--- config.mk ---
export PLATFORM = sky130hd
export DESIGN_NAME = mem_port_arbiter_flat
export DESIGN_NICKNAME = d
export VERILOG_FILES = /design/src/rtl/mem_port_arbiter_if.sv /design/src/rtl/mem_port_arbiter.sv /design/src/flat_wrapper.sv
export SDC_FILE = /design/constraint.sdc
export NUM_CORES = 1
export LEC_CHECK = 0
export ABC_AREA = 1
export BUFFER_PORTS_ARGS = -buffer_cell sky130_fd_sc_hd__buf_2
export CORE_ASPECT_RATIO = 0.5
export CORE_MARGIN = 2
export CORE_UTILIZATION = 25
export CTS_CLUSTER_SIZE = 8
export DETAILED_ROUTE_END_ITERATION = 16
export HOLD_SLACK_MARGIN = 0.02
export PLACE_DENSITY_LB_ADDON = 0.08
export SLEW_MARGIN = 25
export SYNTH_ARGS = -nofsm -noshare
export SYNTH_HDL_FRONTEND = slang
export SYNTH_SLANG_ARGS = --single-unit
export TNS_END_PERCENT = 30
--- constraint.sdc ---
create_clock -name clk -period 4.7 [get_ports clk]
set_input_delay 0.47 -clock clk [delete_from_list [all_inputs] [get_ports clk]]
set_output_delay 0.47 -clock clk [all_outputs]
set_load 0.005 [all_outputs]
--- src/rtl/mem_port_arbiter_if.sv ---
// Handshake bundle between the CPU fetch/data ports, the arbiter and the unified RAM.
// slave: arbiter view; master: CPU + memory view.
interface mem_port_arbiter_if #(
    parameter int unsigned ADDR_W = 32,
    parameter int unsigned DATA_W = 32
);
    localparam int unsigned STRB_W = DATA_W / 8;

    logic              i_req;
    logic [ADDR_W-1:0] i_addr;
    logic              i_ack;
    logic              i_err;
    logic [DATA_W-1:0] i_rdata;

    logic              d_req;
    logic              d_we;
    logic [STRB_W-1:0] d_wstrb;
    logic [ADDR_W-1:0] d_addr;
    logic [DATA_W-1:0] d_wdata;
    logic              d_ack;
    logic              d_err;
    logic [DATA_W-1:0] d_rdata;

    logic              mem_en;
    logic [STRB_W-1:0] mem_we;
    logic [ADDR_W-1:0] mem_addr;
    logic [DATA_W-1:0] mem_wdata;
    logic [DATA_W-1:0] mem_rdata;

    modport slave (
        input  i_req, i_addr, d_req, d_we, d_wstrb, d_addr, d_wdata, mem_rdata,
        output i_ack, i_err, i_rdata, d_ack, d_err, d_rdata,
               mem_en, mem_we, mem_addr, mem_wdata
    );

    modport master (
        output i_req, i_addr, d_req, d_we, d_wstrb, d_addr, d_wdata, mem_rdata,
        input  i_ack, i_err, i_rdata, d_ack, d_err, d_rdata,
               mem_en, mem_we, mem_addr, mem_wdata
    );
endinterface

--- src/rtl/mem_port_arbiter.sv ---
// Serialises CPU fetch and load/store accesses onto one synchronous-read RAM.
// Define MEM_ARB_RR_EN for round-robin on contention; default is data-port priority.
module mem_port_arbiter #(
    parameter int unsigned ADDR_W = 32,
    parameter int unsigned DATA_W = 32
) (
    input  logic              clk,
    input  logic              rst,
    mem_port_arbiter_if.slave bus
);
    localparam int unsigned STRB_W = DATA_W / 8;

    typedef enum logic [1:0] {IDLE, ISSUE, WAIT, RESP} state_t;

    state_t            state_q, state_d;
    logic              win_d_q, win_d_d;   // 1 = data port owns the transaction
    logic              store_q, store_d;
    logic              i_ack_q, i_ack_d, i_err_q, i_err_d;
    logic              d_ack_q, d_ack_d, d_err_q, d_err_d;
    logic [DATA_W-1:0] i_rdata_q, i_rdata_d, d_rdata_q, d_rdata_d;
    logic              mem_en_q, mem_en_d;
    logic [STRB_W-1:0] mem_we_q, mem_we_d;
    logic [ADDR_W-1:0] mem_addr_q, mem_addr_d;
    logic [DATA_W-1:0] mem_wdata_q, mem_wdata_d;
    logic              pick_d;
    logic [ADDR_W-1:0] pick_addr;
    logic              any_req;

    assign any_req   = bus.i_req | bus.d_req;
    assign pick_addr = pick_d ? bus.d_addr : bus.i_addr;

`ifdef MEM_ARB_RR_EN
    logic last_d_q;  // 1 = data port received the most recent grant

    always_ff @(posedge clk or posedge rst) begin
        if (rst)
            last_d_q <= 1'b1;
        else if (state_q == IDLE && any_req)
            last_d_q <= pick_d;
    end

    assign pick_d = (bus.i_req & bus.d_req) ? ~last_d_q : bus.d_req;
`else
    assign pick_d = bus.d_req;
`endif

    // Next state and next values of every registered output
    always_comb begin
        state_d     = state_q;
        win_d_d     = win_d_q;
        store_d     = store_q;
        i_ack_d     = 1'b0;
        i_err_d     = 1'b0;
        d_ack_d     = 1'b0;
        d_err_d     = 1'b0;
        i_rdata_d   = i_rdata_q;
        d_rdata_d   = d_rdata_q;
        mem_en_d    = 1'b0;
        mem_we_d    = '0;
        mem_addr_d  = mem_addr_q;
        mem_wdata_d = mem_wdata_q;

        case (state_q)
            IDLE: begin
                if (any_req) begin
                    win_d_d = pick_d;
                    store_d = pick_d & bus.d_we;
                    if (pick_addr[1:0] != 2'b00) begin
                        // misaligned: answer immediately, memory untouched
                        state_d = RESP;
                        i_ack_d = ~pick_d;
                        i_err_d = ~pick_d;
                        d_ack_d = pick_d;
                        d_err_d = pick_d;
                    end else begin
                        state_d    = ISSUE;
                        mem_en_d   = 1'b1;
                        mem_addr_d = pick_addr;
                        if (pick_d && bus.d_we) begin
                            mem_we_d    = bus.d_wstrb;
                            mem_wdata_d = bus.d_wdata;
                        end
                    end
                end
            end
            ISSUE: state_d = WAIT;
            WAIT: begin
                state_d = RESP;
                i_ack_d = ~win_d_q;
                d_ack_d = win_d_q;
                if (!store_q) begin
                    if (win_d_q)
                        d_rdata_d = bus.mem_rdata;
                    else
                        i_rdata_d = bus.mem_rdata;
                end
            end
            RESP:    state_d = IDLE;
            default: state_d = IDLE;
        endcase
    end

    always_ff @(posedge clk or posedge rst) begin
        if (rst) begin
            state_q     <= IDLE;
            win_d_q     <= 1'b0;
            store_q     <= 1'b0;
            i_ack_q     <= 1'b0;
            i_err_q     <= 1'b0;
            d_ack_q     <= 1'b0;
            d_err_q     <= 1'b0;
            i_rdata_q   <= '0;
            d_rdata_q   <= '0;
            mem_en_q    <= 1'b0;
            mem_we_q    <= '0;
            mem_addr_q  <= '0;
            mem_wdata_q <= '0;
        end else begin
            state_q     <= state_d;
            win_d_q     <= win_d_d;
            store_q     <= store_d;
            i_ack_q     <= i_ack_d;
            i_err_q     <= i_err_d;
            d_ack_q     <= d_ack_d;
            d_err_q     <= d_err_d;
            i_rdata_q   <= i_rdata_d;
            d_rdata_q   <= d_rdata_d;
            mem_en_q    <= mem_en_d;
            mem_we_q    <= mem_we_d;
            mem_addr_q  <= mem_addr_d;
            mem_wdata_q <= mem_wdata_d;
        end
    end

    assign bus.i_ack     = i_ack_q;
    assign bus.i_err     = i_err_q;
    assign bus.i_rdata   = i_rdata_q;
    assign bus.d_ack     = d_ack_q;
    assign bus.d_err     = d_err_q;
    assign bus.d_rdata   = d_rdata_q;
    assign bus.mem_en    = mem_en_q;
    assign bus.mem_we    = mem_we_q;
    assign bus.mem_addr  = mem_addr_q;
    assign bus.mem_wdata = mem_wdata_q;
endmodule
--- src/flat_wrapper.sv ---
// flat-port wrapper written by rule: the top's interface ports become plain ports
module mem_port_arbiter_flat 
#(
    parameter int unsigned ADDR_W = 32,
    parameter int unsigned DATA_W = 32
)
  (clk, rst, bus_i_req, bus_i_addr, bus_d_req, bus_d_we, bus_d_wstrb, bus_d_addr, bus_d_wdata, bus_mem_rdata, bus_i_ack, bus_i_err, bus_i_rdata, bus_d_ack, bus_d_err, bus_d_rdata, bus_mem_en, bus_mem_we, bus_mem_addr, bus_mem_wdata);
  mem_port_arbiter_if #(.ADDR_W(ADDR_W), .DATA_W(DATA_W)) bus_i ();
  input  logic clk;
  input  logic rst;
  input wire logic [$bits(bus_i.i_req)-1:0] bus_i_req;
  input wire logic [$bits(bus_i.i_addr)-1:0] bus_i_addr;
  input wire logic [$bits(bus_i.d_req)-1:0] bus_d_req;
  input wire logic [$bits(bus_i.d_we)-1:0] bus_d_we;
  input wire logic [$bits(bus_i.d_wstrb)-1:0] bus_d_wstrb;
  input wire logic [$bits(bus_i.d_addr)-1:0] bus_d_addr;
  input wire logic [$bits(bus_i.d_wdata)-1:0] bus_d_wdata;
  input wire logic [$bits(bus_i.mem_rdata)-1:0] bus_mem_rdata;
  output wire logic [$bits(bus_i.i_ack)-1:0] bus_i_ack;
  output wire logic [$bits(bus_i.i_err)-1:0] bus_i_err;
  output wire logic [$bits(bus_i.i_rdata)-1:0] bus_i_rdata;
  output wire logic [$bits(bus_i.d_ack)-1:0] bus_d_ack;
  output wire logic [$bits(bus_i.d_err)-1:0] bus_d_err;
  output wire logic [$bits(bus_i.d_rdata)-1:0] bus_d_rdata;
  output wire logic [$bits(bus_i.mem_en)-1:0] bus_mem_en;
  output wire logic [$bits(bus_i.mem_we)-1:0] bus_mem_we;
  output wire logic [$bits(bus_i.mem_addr)-1:0] bus_mem_addr;
  output wire logic [$bits(bus_i.mem_wdata)-1:0] bus_mem_wdata;
  assign bus_i.i_req = bus_i_req;
  assign bus_i.i_addr = bus_i_addr;
  assign bus_i.d_req = bus_d_req;
  assign bus_i.d_we = bus_d_we;
  assign bus_i.d_wstrb = bus_d_wstrb;
  assign bus_i.d_addr = bus_d_addr;
  assign bus_i.d_wdata = bus_d_wdata;
  assign bus_i.mem_rdata = bus_mem_rdata;
  assign bus_i_ack = bus_i.i_ack;
  assign bus_i_err = bus_i.i_err;
  assign bus_i_rdata = bus_i.i_rdata;
  assign bus_d_ack = bus_i.d_ack;
  assign bus_d_err = bus_i.d_err;
  assign bus_d_rdata = bus_i.d_rdata;
  assign bus_mem_en = bus_i.mem_en;
  assign bus_mem_we = bus_i.mem_we;
  assign bus_mem_addr = bus_i.mem_addr;
  assign bus_mem_wdata = bus_i.mem_wdata;
  mem_port_arbiter #(.ADDR_W(ADDR_W), .DATA_W(DATA_W)) u_core (.clk(clk), .rst(rst), .bus(bus_i));
endmodule
==> summary.md <==
The run finished with clean final reports. The tools report the post-synthesis cell count as 669. During synthesis, Yosys emitted a total of 0 warnings.

The number of routed nets with antenna violations came out at 0. In the post-synthesis netlist, the biggest area contributors are sky130_fd_sc_hd__dfrtp_1, sky130_fd_sc_hd__nand2_1, sky130_fd_sc_hd__nand3_1, sky130_fd_sc_hd__o21ai_0, sky130_fd_sc_hd__inv_1. Total global routing overflow: 0. Data on the critical path is required at its endpoint by 5.05 ns.

Setup violations remaining at the end of the flow were counted as 0. The pre-antenna-repair detailed-routing pass consisted of 4 iterations. The mapped netlist covers 0.00584 sq mm. Summing all placed instances gives a cell area of 0.00740 sq mm.

Entering global routing, the biggest net connects 109 pins. The type of the worst min-delay path was in -> async. The biggest area contributor in the post-synthesis netlist is sky130_fd_sc_hd__dfrtp_1. In this run, CTS created clock tree buffers numbering 17. The number of clock sinks seen by CTS came out at 141.

At the later pin of the worst-skew pair, clock insertion delay measures 0.42 ns. 0 antenna diodes ended up in the layout. For the placeable core region, the log shows 0.0229 sq mm.

Clock period minus worst slack: 2.48 ns. Timing would allow up to 403 MHz. The final non-filler cell area is 0.00799 sq mm.

In the final layout, the multi-input gates occupy 0.00192 sq mm. In this run the vertical extent of the chip is 112 microns. In the routed layout, each cell is associated on average with a via count of 4.09.

Hold timing on the final database bottoms out at a slack of 0.188 ns. The max-slew violation total from the final report is 0, and the worst-path maximum fanout is 66. Counting every net in the synthesized netlist gives 808.

After legalization and detailed placement, the total HPWL measured 11900 microns. STA classifies the critical path startpoint as an input port. The dominant synthesized flop cell is sky130_fd_sc_hd__dfrtp_1.

In the final routed layout, each cell accounts on average for 14.0 microns. The share of the clock period used by the worst path after layout is 52.7%, and the largest vdd supply drop is 0.271 mV. Routability-driven placement finished with a final weighted congestion of 0.760.

Traced cell by cell, the critical path runs through buf_2 > inv_4 > nand2_2 > nand2_4 > nand2_2 > nand2_1 > nand2_1. For this run, the post-layout net count is 1065. Setup repair after global routing left no endpoint under its margin.

The tools report the total wire length after detailed routing as 17400 microns. The synthesized design contains 0 enable-type register cells. The kind of cell adding the most delay to the critical path was simple AND/OR/NAND/NOR gates. For the number of DRC violations after detailed routing, the log shows 0.

sky130_fd_sc_hd__nand2_1 is the most common cell in the netlist. The clock transition at the register clock pins on the worst setup and hold paths after CTS works out to 0.06 ns. Kind of critical path: in -> reg. In this run the clock root is driven by a sky130_fd_sc_hd__clkbuf_16. For the pin with the worst max-slew slack, the measured transition is 0.896 ns. TritonCTS built the clock tree. Of the synthesized area, sequential elements account for 60.4%.

The number of antenna violations at the first check in global routing was 0; the die extent in x was 220 microns. Synthesis inferred 141 register bits. The relative slew slack is 40.1%, and the largest buffer count on any clock path is 2. The average footprint of a synthesized cell came out at 8.73 sq um. The tools report the global-route usage over all layers as 14.4%. The run gives 1245 as the final instance count without filler cells. The power density over cell area works out to 616 mW/mm^2. For the post-layout utilization of the core, the log shows 34.9%. In this run the tool buffered the top-level ports with 273 buffer cells. By count the netlist is led by sky130_fd_sc_hd__nand2_1, sky130_fd_sc_hd__dfrtp_1, sky130_fd_sc_hd__nand3_1, sky130_fd_sc_hd__o21ai_0, sky130_fd_sc_hd__inv_1. The tools report the number of violations reported at the end of detailed-routing iteration 0 as 255. The critical path endpoint category was a flop. Counting both buffers and inverters, the worst setup path holds a total of 2. Pin placement for this block handled 274 I/O pins.

Data on the critical path arrives at its endpoint at 2.83 ns. For the post-CTS setup buffer count, the log shows 0. Row generation in the floorplan step produced 39 rows.

The sequential cells in the finished layout cover a total of 0.00353 sq mm. Max-cap violations in this run came to 0. Once the floorplan was initialized, standard cells occupied 25.5% of the core. The synthesis-to-layout area growth is 36.9%, and the area fraction of the dominant cell type after synthesis is 60.4%. The via count of the first global-routing pass is 5077, and the placed cell count is 1214.

Critical path's slowest cell: sky130_fd_sc_hd__nand2_2. Summing over every cut layer, the via total after detailed routing is 5098. Across the routed clock network, the largest skew measured is 0.00664 ns.

The post-route netlist has 33.8% of its cells at a drive strength greater than 1. The fraction of synthesis flops using an asynchronous set or reset pin was 100%. The final-report hold violation count was 0. The clock tree synthesis step divided the H-tree into 4 levels. The first global-routing pass estimated 27300 microns of wire. The number of hold buffers added after CTS was 0. The fill cell instance count of the final layout is 2488, and the largest stage delay on the critical path is 0.66 ns. Summed over all failing endpoints, the final setup total negative slack is 0 ns. Gates resized during post-CTS repair numbered 0. The floorplan step defined a die boundary enclosing 0.0247 sq mm. In this run, distinct cell masters in the synthesized netlist total 20. The leakage component of the power is 4.63 nW.
==> flip-flops by register name, summed over array words and instances (netlist names) <==
name                  count
u_core.bus.i_err          1
u_core.bus.mem_addr      32
u_core.bus.mem_we         4
u_core.state_q            2
u_core.bus.i_ack          1
u_core.win_d_q            1
u_core.store_q            1
u_core.bus.d_rdata       32
u_core.bus.mem_wdata     32
u_core.bus.d_ack          1
u_core.bus.mem_en         1
u_core.bus.i_rdata       32
u_core.bus.d_err          1
==> power breakdown <==
group | switching, mW | internal, mW | total (mW) | leakage [nW]
Combinational | 0.865 | 0.661 | 1.53 | 2.56
Sequential | 0.276 | 1.76 | 2.04 | 1.77
Clock | 0.512 | 0.847 | 1.36 | 0.289
Total | 1.65 | 3.27 | 4.92 | 4.63
==> routing by layer <==
layer | share of wire (%) | track usage, % | vias to the layer above
met3 | 5.1 | 4.23 | 13
met4 | 0.92 | 4.34 | 0
met5 | 0 | 0 | -
met2 | 49 | 23.8 | 113
li1 | - | - | 2602
met1 | 45 | 18.4 | 2370
==> final cells by class <==
cell class	instances	area share, %
Timing Repair Buffer	276	17.4
Inverter	47	2.33
Multi-Input combinational cell	443	24.0
Sequential cell	141	44.2
Tap cell	307	4.81
Clock inverter	6	1.03
Clock buffer	25	6.33
==> metrics by stage <==
step                      total power, mW  worst slack [ns]
after CTS                            5.03              2.18
after global routing                 5.32              1.91
after global placement               3.61              1.78
final                                4.92              2.22
after floorplan                      2.79             0.449
after detailed placement             3.63              1.73
==> cell families (layout without fill, tap and decap cells) <==
group           count (synthesis)  after routing  synth area share, %
simple gates                  372            372                 26.3
fa+ha+maj                       2              2                0.428
buf+inv                        85            354                 6.86
flops                         141            141                 60.4
compound gates                 69             69                 6.00
==> worst register-to-register path, stage by stage (launching register included) <==
cell and delay [ns]:
sky130_fd_sc_hd__dfrtp_1 0.38, sky130_fd_sc_hd__inv_1 0.09, sky130_fd_sc_hd__ha_1 0.26, sky130_fd_sc_hd__inv_2 0.11, sky130_fd_sc_hd__nor2_4 0.65, sky130_fd_sc_hd__nand2_2 0.57
sky130_fd_sc_hd__nand2_1 0.21, sky130_fd_sc_hd__nand2_1 0.06
==> placed cells by master, fill, tap and decap left out <==
cell type	netlist	layout
sky130_fd_sc_hd__nor2_1	10	10
sky130_fd_sc_hd__o21bai_1	1	1
sky130_fd_sc_hd__nand2_2	2	2
sky130_fd_sc_hd__inv_2	1	1
sky130_fd_sc_hd__clkbuf_1	12	3
sky130_fd_sc_hd__ha_1	2	2
sky130_fd_sc_hd__a21oi_1	1	1
sky130_fd_sc_hd__o21ai_0	65	65
sky130_fd_sc_hd__clkinv_2	0	3
sky130_fd_sc_hd__bufinv_16	0	2
sky130_fd_sc_hd__inv_1	45	44
sky130_fd_sc_hd__nand3_1	67	66
sky130_fd_sc_hd__inv_4	1	1
sky130_fd_sc_hd__buf_2	18	273
sky130_fd_sc_hd__nand3_2	2	3
sky130_fd_sc_hd__nor2_4	3	3
sky130_fd_sc_hd__nand2_4	2	2
sky130_fd_sc_hd__nand2_1	286	286
sky130_fd_sc_hd__buf_4	1	3
sky130_fd_sc_hd__clkbuf_8	0	5
sky130_fd_sc_hd__clkbuf_16	0	17
sky130_fd_sc_hd__dfrtp_1	141	141
sky130_fd_sc_hd__inv_8	0	1
sky130_fd_sc_hd__o22ai_1	2	2
sky130_fd_sc_hd__clkinvlp_4	0	1
==> worst paths after layout <==
| path | endpoint | from | slack (ns) | cells past startpoint |
|---|---|---|---|---|
| worst min-delay path | u_core.bus.mem_wdata[22]$_DFFE_PP0P_ | rst | 0.19 | 2 |
| worst max register to register | u_core.bus.mem_wdata[10]$_DFFE_PP0P_ | u_core.state_q[0]$_DFFE_PP0P_ | 2.27 | 7 |
| max in group asynchronous | u_core.bus.d_rdata[24]$_DFFE_PP0P_ | rst | 3.57 | 3 |
| worst min register to register | u_core.bus.mem_addr[8]$_DFFE_PP0P_ | u_core.bus.mem_addr[8]$_DFFE_PP0P_ | 0.46 | 2 |
| min in group clk | u_core.bus.mem_we[1]$_DFF_PP0_ | bus_d_wstrb[1] | 0.27 | 3 |
| worst max-delay path | u_core.bus.mem_wdata[10]$_DFFE_PP0P_ | bus_d_req | 2.22 | 7 |
(Power assumes the default switching activity.)
